`config.mk`:
```
export PLATFORM = sky130hd
export DESIGN_NAME = pipe_control
export DESIGN_NICKNAME = d
export VERILOG_FILES = /design/src/rtl/pipe_ctrl_pkg.sv /design/src/rtl/control_dec.sv /design/src/rtl/pipe_control.sv
export SDC_FILE = /design/constraint.sdc
export NUM_CORES = 1
export LEC_CHECK = 0
export CELL_PAD_IN_SITES_DETAIL_PLACEMENT = 2
export CELL_PAD_IN_SITES_GLOBAL_PLACEMENT = 2
export CORE_ASPECT_RATIO = 1.2
export CORE_MARGIN = 5
export CORE_UTILIZATION = 21
export CTS_CLUSTER_DIAMETER = 120
export DETAILED_ROUTE_END_ITERATION = 12
export PLACE_DENSITY_LB_ADDON = 0.12
export SETUP_SLACK_MARGIN = 0.15
export SLEW_MARGIN = 25
export SYNTH_ARGS = -nofsm -noshare
export SYNTH_HDL_FRONTEND = slang
export SYNTH_SLANG_ARGS = --single-unit
```
`constraint.sdc`:
```
create_clock -name clk_i -period 2 [get_ports clk_i]
set_input_delay 0.4 -clock clk_i [delete_from_list [all_inputs] [get_ports clk_i]]
set_output_delay 0.4 -clock clk_i [all_outputs]
set_load 0.05 [all_outputs]
```
`src/rtl/pipe_ctrl_pkg.sv`:
```
// Shared types for the ID-stage decoder and the ID/EX control pipeline.
package pipe_ctrl_pkg;

    localparam logic [6:0] OP_R      = 7'b0110011;
    localparam logic [6:0] OP_I      = 7'b0010011;
    localparam logic [6:0] OP_LOAD   = 7'b0000011;
    localparam logic [6:0] OP_STORE  = 7'b0100011;
    localparam logic [6:0] OP_JALR   = 7'b1100111;
    localparam logic [6:0] OP_BRANCH = 7'b1100011;
    localparam logic [6:0] OP_JAL    = 7'b1101111;
    localparam logic [6:0] OP_LUI    = 7'b0110111;
    localparam logic [6:0] OP_AUIPC  = 7'b0010111;
    localparam logic [6:0] F7_MULDIV = 7'b0000001;

    typedef enum logic [2:0] {
        ALU_R      = 3'd0,
        ALU_I      = 3'd1,
        ALU_B      = 3'd2,
        ALU_ADDR   = 3'd3,
        ALU_MULDIV = 3'd4,
        ALU_LUI    = 3'd5,
        ALU_AUIPC  = 3'd6,
        ALU_JAL    = 3'd7
    } alu_op_e;

    typedef enum logic {
        ST_IDLE   = 1'b0,
        ST_MULDIV = 1'b1
    } state_e;

    typedef struct packed {
        logic    jalr;
        logic    jal;
        logic    branch;
        logic    mem_to_reg;
        logic    mem_write;
        logic    mem_read;
        logic    alu_src;
        logic    reg_write;
        alu_op_e alu_op;
    } ctrl_t;

    localparam ctrl_t CTRL_BUBBLE = ctrl_t'(11'b0);

endpackage

```
`src/rtl/control_dec.sv`:
```
// Combinational opcode decoder: instruction word to control bundle and operand usage.
module control_dec
    import pipe_ctrl_pkg::*;
#(
    parameter int M_EXT = 1
) (
    input  logic [31:0] i_instr,
    output ctrl_t       o_ctrl,
    output logic        o_rs1_used,
    output logic        o_rs2_used,
    output logic        o_is_muldiv,
    output logic        o_illegal
);

    logic [6:0] w_opcode;
    logic [6:0] w_funct7;
    logic       w_unused_bits;

    assign w_opcode      = i_instr[6:0];
    assign w_funct7      = i_instr[31:25];
    assign w_unused_bits = ^i_instr[24:7];

    // Opcode table; anything not listed is flagged illegal and decodes as a bubble.
    always_comb begin
        o_ctrl      = CTRL_BUBBLE;
        o_rs1_used  = 1'b0;
        o_rs2_used  = 1'b0;
        o_is_muldiv = 1'b0;
        o_illegal   = 1'b0;
        case (w_opcode)
            OP_R: begin
                if (w_funct7 == F7_MULDIV) begin
                    if (M_EXT != 0) begin
                        o_ctrl.reg_write = 1'b1;
                        o_ctrl.alu_op    = ALU_MULDIV;
                        o_rs1_used       = 1'b1;
                        o_rs2_used       = 1'b1;
                        o_is_muldiv      = 1'b1;
                    end else begin
                        o_illegal = 1'b1;
                    end
                end else begin
                    o_ctrl.reg_write = 1'b1;
                    o_ctrl.alu_op    = ALU_R;
                    o_rs1_used       = 1'b1;
                    o_rs2_used       = 1'b1;
                end
            end
            OP_I: begin
                o_ctrl.reg_write = 1'b1;
                o_ctrl.alu_src   = 1'b1;
                o_ctrl.alu_op    = ALU_I;
                o_rs1_used       = 1'b1;
            end
            OP_LOAD: begin
                o_ctrl.reg_write  = 1'b1;
                o_ctrl.alu_src    = 1'b1;
                o_ctrl.mem_read   = 1'b1;
                o_ctrl.mem_to_reg = 1'b1;
                o_ctrl.alu_op     = ALU_ADDR;
                o_rs1_used        = 1'b1;
            end
            OP_STORE: begin
                o_ctrl.alu_src   = 1'b1;
                o_ctrl.mem_write = 1'b1;
                o_ctrl.alu_op    = ALU_ADDR;
                o_rs1_used       = 1'b1;
                o_rs2_used       = 1'b1;
            end
            OP_JALR: begin
                o_ctrl.reg_write = 1'b1;
                o_ctrl.alu_src   = 1'b1;
                o_ctrl.jalr      = 1'b1;
                o_ctrl.alu_op    = ALU_ADDR;
                o_rs1_used       = 1'b1;
            end
            OP_BRANCH: begin
                o_ctrl.branch = 1'b1;
                o_ctrl.alu_op = ALU_B;
                o_rs1_used    = 1'b1;
                o_rs2_used    = 1'b1;
            end
            OP_JAL: begin
                o_ctrl.reg_write = 1'b1;
                o_ctrl.alu_src   = 1'b1;
                o_ctrl.jal       = 1'b1;
                o_ctrl.alu_op    = ALU_JAL;
            end
            OP_LUI: begin
                o_ctrl.reg_write = 1'b1;
                o_ctrl.alu_src   = 1'b1;
                o_ctrl.alu_op    = ALU_LUI;
            end
            OP_AUIPC: begin
                o_ctrl.reg_write = 1'b1;
                o_ctrl.alu_src   = 1'b1;
                o_ctrl.alu_op    = ALU_AUIPC;
            end
            default: o_illegal = 1'b1;
        endcase
    end

endmodule

```
`src/rtl/pipe_control.sv`:
```
// ID/EX control stage: decode, load-use bubble, MUL/DIV hold and redirect squash.
//   state     | meaning
//   ST_IDLE   | EX advances every cycle unless a load-use bubble is inserted
//   ST_MULDIV | MUL/DIV occupies EX; EX and IF/ID hold while the counter runs down
module pipe_control
    import pipe_ctrl_pkg::*;
#(
    parameter int REG_AW     = 5,
    parameter int MULDIV_LAT = 4,
    parameter int M_EXT      = 1
) (
    input  logic              clk_i,
    input  logic              rst_n_i,
    input  logic              Valid_i,
    input  logic [31:0]       Instr_i,
    input  logic              Flush_i,
    output logic              Ready_o,
    output logic              ExValid_o,
    output logic              Jalr_o,
    output logic              Jal_o,
    output logic              Branch_o,
    output logic              MemtoReg_o,
    output logic              MemWrite_o,
    output logic              MemRead_o,
    output logic              ALUSrc_o,
    output logic              RegWrite_o,
    output logic [2:0]        ALUOp_o,
    output logic [REG_AW-1:0] Rd_o,
    output logic              Busy_o,
    output logic              Illegal_o
);

    localparam int               CNT_W    = (MULDIV_LAT > 1) ? $clog2(MULDIV_LAT) : 1;
    localparam logic [CNT_W-1:0] CNT_LOAD = CNT_W'(MULDIV_LAT - 1);

    ctrl_t             w_dec_ctrl;
    logic              w_rs1_used;
    logic              w_rs2_used;
    logic              w_is_muldiv;
    logic              w_illegal;
    logic [REG_AW-1:0] w_rd;
    logic [REG_AW-1:0] w_rs1;
    logic [REG_AW-1:0] w_rs2;
    logic              w_load_use;

    state_e            r_state;
    logic [CNT_W-1:0]  r_cnt;
    ctrl_t             r_ctrl;
    logic [REG_AW-1:0] r_rd;
    logic              r_ex_valid;
    logic              r_illegal;

    control_dec #(.M_EXT(M_EXT)) u_dec (
        .i_instr     (Instr_i),
        .o_ctrl      (w_dec_ctrl),
        .o_rs1_used  (w_rs1_used),
        .o_rs2_used  (w_rs2_used),
        .o_is_muldiv (w_is_muldiv),
        .o_illegal   (w_illegal)
    );

    assign w_rd  = Instr_i[7 +: REG_AW];
    assign w_rs1 = Instr_i[15 +: REG_AW];
    assign w_rs2 = Instr_i[20 +: REG_AW];

    // A load into x0 never produces a dependency, so it is excluded here.
    assign w_load_use = r_ex_valid && r_ctrl.mem_read && (r_rd != '0) && Valid_i &&
                        ((w_rs1_used && (w_rs1 == r_rd)) || (w_rs2_used && (w_rs2 == r_rd)));

    assign Ready_o = Flush_i || ((r_state == ST_IDLE) && !w_load_use);

    // ID/EX register and MUL/DIV occupancy FSM, priority flush > hold > bubble > advance.
    always_ff @(posedge clk_i or negedge rst_n_i) begin
        if (!rst_n_i) begin
            r_state    <= ST_IDLE;
            r_cnt      <= '0;
            r_ctrl     <= CTRL_BUBBLE;
            r_rd       <= '0;
            r_ex_valid <= 1'b0;
            r_illegal  <= 1'b0;
        end else if (Flush_i) begin
            r_state    <= ST_IDLE;
            r_cnt      <= '0;
            r_ctrl     <= CTRL_BUBBLE;
            r_rd       <= '0;
            r_ex_valid <= 1'b0;
            r_illegal  <= 1'b0;
        end else if (r_state == ST_MULDIV) begin
            r_illegal <= 1'b0;
            r_cnt     <= r_cnt - 1'b1;
            if (r_cnt == CNT_W'(1)) begin
                r_state <= ST_IDLE;
            end
        end else if (w_load_use) begin
            r_ctrl     <= CTRL_BUBBLE;
            r_rd       <= '0;
            r_ex_valid <= 1'b0;
            r_illegal  <= 1'b0;
        end else if (Valid_i && !w_illegal) begin
            r_ctrl     <= w_dec_ctrl;
            r_rd       <= w_rd;
            r_ex_valid <= 1'b1;
            r_illegal  <= 1'b0;
            if (w_is_muldiv && (MULDIV_LAT > 1)) begin
                r_state <= ST_MULDIV;
                r_cnt   <= CNT_LOAD;
            end
        end else begin
            r_ctrl     <= CTRL_BUBBLE;
            r_rd       <= '0;
            r_ex_valid <= 1'b0;
            r_illegal  <= Valid_i && w_illegal;
        end
    end

    assign ExValid_o  = r_ex_valid;
    assign Jalr_o     = r_ctrl.jalr;
    assign Jal_o      = r_ctrl.jal;
    assign Branch_o   = r_ctrl.branch;
    assign MemtoReg_o = r_ctrl.mem_to_reg;
    assign MemWrite_o = r_ctrl.mem_write;
    assign MemRead_o  = r_ctrl.mem_read;
    assign ALUSrc_o   = r_ctrl.alu_src;
    assign RegWrite_o = r_ctrl.reg_write;
    assign ALUOp_o    = r_ctrl.alu_op;
    assign Rd_o       = r_rd;
    assign Busy_o     = (r_state == ST_MULDIV);
    assign Illegal_o  = r_illegal;

endmodule

```
Word-level counts from Yosys, hierarchy flattened
Cells that the tools add are included.
{"block": "word_totals", "ff_bits": 21, "input_bits": 36, "output_inout_bits": 20}
{"block": "classes", "n_addsub": 1, "eq_ne": 15, "mux": 41, "bitwise": 1, "reduce_logical": 22}
{"operator": "$mux 11", "n": 4}
{"operator": "$mux 1", "n": 25}
{"operator": "$eq 7x6->1 const B", "n": 3}
{"operator": "$eq 7x7->1 const B", "n": 3}
{"operator": "$pmux 3 s7", "n": 1}
{"operator": "$mux 5", "n": 4}
{"operator": "$eq 7x5->1 const B", "n": 2}
{"operator": "$reduce_or 6->1", "n": 2}
{"operator": "$eq 5x5->1", "n": 2}
{"operator": "$mux 2", "n": 5}
{"operator": "$logic_and 1x1->1", "n": 9}
{"operator": "$reduce_or 9->1", "n": 1}
{"operator": "$eq 7x1->1 const B", "n": 1}
{"operator": "$eq 7x2->1 const B", "n": 1}
{"operator": "$reduce_or 7->1", "n": 1}
{"operator": "$reduce_bool 3->1", "n": 2}
{"operator": "$reduce_or 3->1", "n": 2}
{"operator": "$reduce_bool 5->1", "n": 1}
{"operator": "$mux 3", "n": 1}
{"operator": "$ne 3x2->1 const B", "n": 1}
{"operator": "$reduce_and 3->1", "n": 1}
{"operator": "$eq 2x1->1 const B", "n": 1}
{"operator": "$logic_or 1x1->1", "n": 2}
{"operator": "$ne 2x2->1 const B", "n": 1}
{"operator": "4 further kinds", "n": 4}

Depth between registers and ports, before layout
Gate-level depths: netlist (run 1).
{"block": "depth", "ltp_word": 9, "ltp_mapped": 7}

Cells and area by module
Synthesis (run 1) repeated with hierarchy kept, for this count alone.
{"block": "unflattened", "cells_unflattened": 134, "hier_area_um2": 1306.3}
{"module": "pipe_control", "instances": 1, "cells_each": 85, "area_each_um2": 1002.2, "seq_area_each_um2": 525.5}
{"module": "control_dec", "instances": 1, "cells_each": 49, "area_each_um2": 304.0, "seq_area_each_um2": 0.0}

Least setup slack after synthesis (run 1)
No wires, ideal clock.
{"block": "synth_timing", "path_type": "register -> output", "start": "register r_rd[1], in the netlist Rd_o[1]", "end": "output Ready_o", "arrival_time_ns": 2.113, "required_ns": 1.600, "path_slack_ns": -0.513, "stages_incl_launch_ff": 6, "n_path_buf": 1, "cell_sequence": "dfrtp_1 > or4_4 > o2111ai_4 > nor2_2 > buf_6 > o21bai_2"}
{"block": "synth_via", "elab_chain_len": 7}
{"element": "from (decl)", "line": "pipe_control.sv:49", "text": "logic [REG_AW-1:0] r_rd;"}
{"element": "from (signal assigned)", "line": "pipe_control.sv:101", "text": "r_rd <= w_rd;"}
{"element": "$eq 5x5->1 / $reduce_bool 5->1 (equally long branches)", "line": "pipe_control.sv:68, pipe_control.sv:67"}
{"element": "$logic_and 1x1->1, on equally long branches", "line": "pipe_control.sv:68, pipe_control.sv:67"}
{"element": "$logic_or 1x1->1 / $logic_and 1x1->1 (equally long branches)", "line": "pipe_control.sv:68, pipe_control.sv:67"}
{"element": "$logic_and 1x1->1 (*)", "line": "pipe_control.sv:67", "text": "assign w_load_use = r_ex_valid && r_ctrl.mem_read && (r_rd != '0) && Valid_i &&"}
{"element": "$logic_not 1->1 (*)", "line": "pipe_control.sv:70", "text": "assign Ready_o = Flush_i || ((r_state == ST_IDLE) && !w_load_use);"}
{"element": "$logic_and 1x1->1 (*)", "line": "pipe_control.sv:70"}
{"element": "$logic_or 1x1->1 (*)", "line": "pipe_control.sv:70"}
{"element": "to (decl)", "line": "pipe_control.sv:17", "text": "output logic Ready_o,"}
Every way passes the cells marked *; elsewhere a longest branch is shown, timed or not.

Final worst setup path (run 1)
Same ends and word-level chain as after synthesis.

==> flow_metrics.env, run 1 <==
export IMPL_drive_gt1_share_pct=32.73
export IMPL_fp_dieW_um=81.44
export IMPL_std_cell_rows=31
export IMPL_coreArea_sq_mm=0.006012
export IMPL_die_area_sq_mm=0.007796
export IMPL_tightest_slew_ps=508.2
export IMPL_syn2layout_area_growth_pct=71.98
export IMPL_clk_pin_slew_ps=80
export IMPL_antenna_left=0
export IMPL_r2r_cells=7
export IMPL_powerDensity_mw_per_mm2=456.2
export IMPL_final_cell_area_sq_mm=0.002212
export IMPL_max_cap_violations=0
export IMPL_ys_seq_elements=20
export IMPL_relSlewSlack_pct=66.07
export IMPL_portBuffers=52
export IMPL_insertedDiodeCount=0
export IMPL_timing_final_crit_share_pct=109.6
export IMPL_drtIter0Drc=27
export IMPL_cts_tree="yes"
export IMPL_grt_pass1_vias=1630
export IMPL_finalMaxSlewViolations=0
export IMPL_start_util_pct=21.39
export IMPL_end_kind="output port"
export IMPL_synthFlopType="dfrtp_1"
export IMPL_numCtsBuffers=3
export IMPL_synth_cell_types=42
export IMPL_cts_hold_buf=0
export IMPL_yosysTopAreaCell="dfrtp_1"
export IMPL_peakVddDrop_uv=345.9
export IMPL_drc=0
export IMPL_critPathKind="register to output port"
export IMPL_via_count=1369
export IMPL_cp_arrival_ps=1790
export IMPL_p_int_mw=0.7810
export IMPL_rr_startpoint="Rd_o[2]"
export IMPL_synth_fp_nets=179
export IMPL_syn_area_per_cell_sq_um=9.058
export IMPL_power_mw=1.009
export IMPL_status="finished, violations left"
export IMPL_grt_ovfl_total=0
export IMPL_fmax_mhz=456.3
export IMPL_failed_checks="setup timing"
export IMPL_largest_reg_flops=5
export IMPL_cp_max_fo=2
export IMPL_synth_xor_area_share_pct=7.490
export IMPL_hp_class="input pin to async pin"
export IMPL_power_share_clock_pct=40.3
export IMPL_grtUsageTotal_pct=13.78
export IMPL_first_pass_iters=4
export IMPL_yosysMostFrequentCell="nand2_1"
export IMPL_reg2reg_setup_slack_ps=240
export IMPL_p_comb_share_pct=19.2
export IMPL_root_buffer="clkbuf_8"
export IMPL_rsz0062_at_grt="true"
export IMPL_swShare_pct=22.60
export IMPL_cts_buffer_depth=2
export IMPL_crit_required_ps=1600
export IMPL_grt_max_degree=21
export IMPL_cp_endpoint="Ready_o"
export IMPL_die_h_um=95.73
export IMPL_cts_sinks=20
export IMPL_place_ws_ps=-439.1
export IMPL_share_seq_of_total_power_pct=40.5
export IMPL_power_switching_mw=0.2281
export IMPL_synth_common_cells="24 x nand2_1, 20 x dfrtp_1, 11 x xnor2_1"
export IMPL_ios=56
export IMPL_synthArstFlopShare_pct=100.0
export IMPL_worstReg2RegEnd="r_cnt[0]"
export IMPL_wl_um=4959
export IMPL_ys_seq_area_share_pct=38.91
export IMPL_synth_top_cell_area_share_pct=38.91
export IMPL_setup_slack_ps=-191.7
export IMPL_grt_pass1_wl_um=8217
export IMPL_synth_area_leaders="dfrtp_1 39%, xnor2_1 7.5%, nand2_1 7.0%"
export IMPL_p_leak_nw=1.057
export IMPL_via_per_inst=4.533
export IMPL_crit_path_start="Rd_o[1]"
export IMPL_post_drt_wl_per_cell_um=16.42
export IMPL_place_congestion=0.7581
export IMPL_synth_cells=142
export IMPL_yosysWarnings=0
export IMPL_antenna_found_initial=0
export IMPL_synth_edff_count=0
export IMPL_hold_violations=0
export IMPL_hpwl_um=4200
export IMPL_synth_compound_area_share_pct=23.15
export IMPL_fin_worst_skew_ps=2.467
export IMPL_min_period_ps=2192
export IMPL_synth_top_family_by_area="compound AO/OA/AOI/OAI gates"
export IMPL_final_nets=258
export IMPL_synth_simple_area_share_pct=23.05
export IMPL_dpl_cell_area_sq_mm=0.002077
export IMPL_synthAdderAreaFrac_pct=0.9728
export IMPL_startpoint_type="register"
export IMPL_netlist_area_sq_mm=0.001286
export IMPL_clk_latency_ps=260
export IMPL_synthMuxAreaShare_pct=0.7782
export IMPL_htree_levels=1
export IMPL_setup_viol=1
[worst min path at each step]
stage	from	endpoint	slack (ps)	depth (start not counted)
6_report	rst_n_i	Rd_o[4]	480	2
5_1_grt	rst_n_i	Branch_o	520	2
4_1_cts	rst_n_i	ALUOp_o[0]	490	2
3_5_place_dp	ALUOp_o[0]	ALUOp_o[0]	480	2
3_3_place_gp	ALUSrc_o	ALUSrc_o	470	2
2_1_floorplan	rst_n_i	ALUOp_o[0]	100	0
[layout by cell type, fill, tap and decap left out, types with 2 or more instances in the layout]
cell             synthesis  layout
a211oi_1                 2       2
nand3_1                  9       9
xnor2_1                 11      10
dlymetal6s2s_1           0       8
clkdlybuf4s50_1          0      24
nor3_1                   2       2
nand2_1                 24      24
o21ai_0                  9       5
buf_4                    2      39
nor2_1                   5       5
nor3b_1                  2       2
nor2b_1                  2       2
dfrtp_2                  0       3
clkbuf_8                 0       3
dlygate4sd2_1            0       9
nand4_1                  2       2
inv_1                    5       5
o21ai_2                 10      10
a21oi_1                  3       3
nand2b_1                 3       3
dfrtp_1                 20      17
o21ai_1                  0       3
[per-layer routing]
layer / global-route usage [%] / up-vias / share of wire, %
met2: 26.22 / 28 / 55
li1: - / 655 / -
met4: 4.507 / 0 / 0.91
met3: 1.685 / 4 / 3.8
met1: 15.59 / 682 / 40
met5: 0 / - / 0
[per-stage QoR]
step | setup TNS (ps) | util [%] | hold WS [ps] | instances
2_1_floorplan | -256.6 | - | 104.4 | 142
3_3_place_gp | -2892 | 34.55 | 469.5 | 297
3_5_place_dp | -5243 | 34.55 | 480.4 | 297
4_1_cts | -216.7 | 36.11 | 489.5 | 302
5_1_grt | -256.3 | 36.80 | 518.1 | 302
6_report | -191.7 | 36.80 | 477.3 | 302
[cells by family after synthesis]
| family | count (synthesis) |
|---|---|
| buf+inv | 14 |
| mux | 1 |
| compound gates | 37 |
| xor+xnor | 11 |
| fa+ha+maj | 1 |
| flops | 20 |
| simple gates | 58 |
[area by class of cell]
| type | count | area [sq um] |
|---|---|---|
| clock buffer | 3 | 41.29 |
| inverter | 5 | 18.77 |
| tap | 82 | 102.6 |
| multi-input combinational | 108 | 757.0 |
| timing repair buffer | 83 | 758.2 |
| sequential | 20 | 504.2 |
| fill | 680 | 3800 |
| clock inverter | 1 | 30.03 |
[timing repair]
action	in CTS	in global routing
pin swaps	3	9
gates resized for setup	17	16
buffers inserted	1	0
setup endpoints to repair	20	10
[worst max-delay path: stages, from the launching register on]
cell       delay [ps]
dfrtp_2           400
or4_4             540
o2111ai_4         240
nor2_4             60
o21bai_4          130
buf_8             160
[power groups by stage]
stage / Combinational (mW) / Sequential, mW / Clock (mW)
after global routing: 0.211 / 0.409 / 0.433
after CTS: 0.196 / 0.409 / 0.419
after global placement: 0.191 / 0.417 / 0
after floorplan: 0.0534 / 0.427 / 0
final: 0.194 / 0.409 / 0.406
after detailed placement: 0.198 / 0.417 / 0
(Power assumes the default switching activity.)
==> run 2, diff against run 1 <==
SKIP_CTS_REPAIR_TIMING = 1   (was default)
==> run 2 against run 1 <==
Net effect:
- the flow still finishes with violations (setup timing)
- maximum frequency decreased by 1.1%
- hold slack lost 3.1 ps
- worst setup slack worse by 24 ps
- critical path depth unchanged
- core utilization up 1.6 points
- sequential share of layout area down 0.95 points
- clock-buffer cell count stayed put
- die area stayed put
- non-clock buffer count increased by 3
- sequential cell count unchanged
- global-route usage stayed put
- combinational power up 4%
- critical endpoint unchanged
- largest cell class unchanged
- largest power group is now clock
==> flow_metrics.env, run 2 (same netlist as run 1, synthesis figures left out) <==
export IMPL_peakVddDrop_uv=350.4
export IMPL_startpoint_type="register"
export IMPL_tightest_slew_ps=507.9
export IMPL_final_common_cell="buf_4"
export IMPL_whs_ps=474.1
export IMPL_portBuffers=52
export IMPL_post_route_util_pct=38.40
export IMPL_syn2layout_area_growth_pct=79.47
export IMPL_htree_levels=1
export IMPL_antenna_found_initial=0
export IMPL_std_cell_rows=31
export IMPL_drtIter0Drc=33
export IMPL_regArea_sq_um=504.2
export IMPL_ios=56
export IMPL_max_cap_violations=0
export IMPL_relSlewSlack_pct=66.08
export IMPL_grt_pass1_wl_um=8231
export IMPL_setup_slack_ps=-216.1
export IMPL_drc=0
export IMPL_fin_worst_skew_ps=2.210
export IMPL_final_nets=261
export IMPL_share_seq_of_total_power_pct=40.0
export IMPL_setup_tns_ps=-216.1
export IMPL_hp_class="input pin to async pin"
export IMPL_fp_dieW_um=81.44
export IMPL_coreArea_sq_mm=0.006012
export IMPL_via_per_inst=4.551
export IMPL_p_int_mw=0.7857
export IMPL_reg2reg_setup_slack_ps=60
export IMPL_via_count=1388
export IMPL_wl_um=5142
export IMPL_powerDensity_mw_per_mm2=442.4
export IMPL_die_h_um=95.73
export IMPL_status="finished, violations left"
export IMPL_end_kind="output port"
export IMPL_rsz0062_at_grt="true"
export IMPL_largest_reg_flops=5
export IMPL_timing_final_crit_share_pct=110.8
export IMPL_n_fill_cell=668
export IMPL_cts_sinks=20
export IMPL_p_leak_nw=1.188
export IMPL_drive_gt1_share_pct=36.77
export IMPL_finalMaxSlewViolations=0
export IMPL_crit_required_ps=1600
export IMPL_fmax_mhz=451.2
export IMPL_layout_cells_most_common_list="42 x buf_4, 24 x nand2_1, 22 x clkdlybuf4s50_1, 19 x dlymetal6s2s_1, 17 x dfrtp_1"
export IMPL_setup_viol=1
export IMPL_grt_max_degree=21
export IMPL_insertedDiodeCount=0
export IMPL_cp_max_fo=2
export IMPL_critPathKind="register to output port"
export IMPL_cts_buffer_depth=2
export IMPL_grtUsageTotal_pct=13.78
export IMPL_place_congestion=0.7581
export IMPL_post_drt_wl_per_cell_um=16.86
export IMPL_swShare_pct=23.07
export IMPL_cts_tree="yes"
export IMPL_first_pass_iters=4
export IMPL_power_switching_mw=0.2356
export IMPL_grt_ovfl_total=0
export IMPL_hpwl_um=4200
export IMPL_numCtsBuffers=3
export IMPL_grt_pass1_vias=1606
export IMPL_clk_latency_ps=260
export IMPL_root_buffer="clkbuf_8"
export IMPL_start_util_pct=21.39
export IMPL_die_area_sq_mm=0.007796
export IMPL_failed_checks="setup timing"
export IMPL_clk_pin_slew_ps=80
export IMPL_antenna_left=0
export IMPL_cp_arrival_ps=1820
export IMPL_power_share_clock_pct=40.3
export IMPL_p_comb_share_pct=19.7
export IMPL_hold_violations=0
export IMPL_min_period_ps=2216
export IMPL_multi_input_area_sq_um=792.0
run 2: cell count changes in the layout (fill, tap and decap cells not counted):
cell             delta
buf_4               +3
nor2_2              +1
o22ai_1             -1
o21ai_2             +3
xnor2_2             +2
clkdlybuf4s50_1     -2
dlymetal6s2s_1     +11
dlygate4sd2_1       -9
xnor2_1             -2
o21ai_0             -1
o22ai_2             +1
o21ai_1             -2
nor2_1              -1
run 2: layer usage:
| metal | up-vias | GRT usage [%] | part of all wire (%) |
|---|---|---|---|
| li1 | 661 | - | - |
| met1 | 697 | 15.94 | 40 |
| met2 | 26 | 26.09 | 55 |
| met3 | 4 | 1.498 | 3.5 |
| met4 | 0 | 4.225 | 0.88 |
| met5 | - | 0 | 0 |
run 2: final cells by class:
type	instances	area share, %
inverter	5	0.8130
clock buffer	3	1.789
clock inverter	1	1.301
tap	82	4.444
multi-input combinational	108	34.31
sequential	20	21.84
timing repair buffer	86	35.50
run 2: worst max-delay path: stages (launching register included):
cell and delay (ps):
dfrtp_2 410, or4_4 550, o2111ai_4 250, nor2_4 60
o21bai_4 130, buf_8 160
run 2: path summary, 6_finish.rpt:
path,startpoint,end,cells after the start
worst max-delay path,Rd_o[1],Ready_o,5
worst min-delay path,rst_n_i,Rd_o[4],2
worst max register to register,Rd_o[1],MemtoReg_o,7
worst min register to register,ALUOp_o[0],ALUOp_o[0],2
max in group asynchronous,rst_n_i,Rd_o[3],2
min in group clk_i,ALUOp_o[0],ALUOp_o[0],2
run 2: power groups by stage:
stage | Clock, mW | Combinational, mW | Sequential [mW]
floorplan | 0 | 0.0534 | 0.427
global placement | 0 | 0.191 | 0.417
detailed placement | 0 | 0.198 | 0.417
CTS | 0.419 | 0.199 | 0.409
global route | 0.433 | 0.218 | 0.409
finish | 0.411 | 0.201 | 0.409
run 2: metrics by stage:
stage          area [sq um]  setup slack [ps]  instances  total power, mW
5_1_grt                2308            -280.3        305            1.060
3_3_place_gp           2077            -338.5        297           0.6074
2_1_floorplan          1297            -256.6        142           0.4803
4_1_cts                2148            -437.2        301            1.027
3_5_place_dp           2077            -439.1        297           0.6150
6_report               2308            -216.1        305            1.021
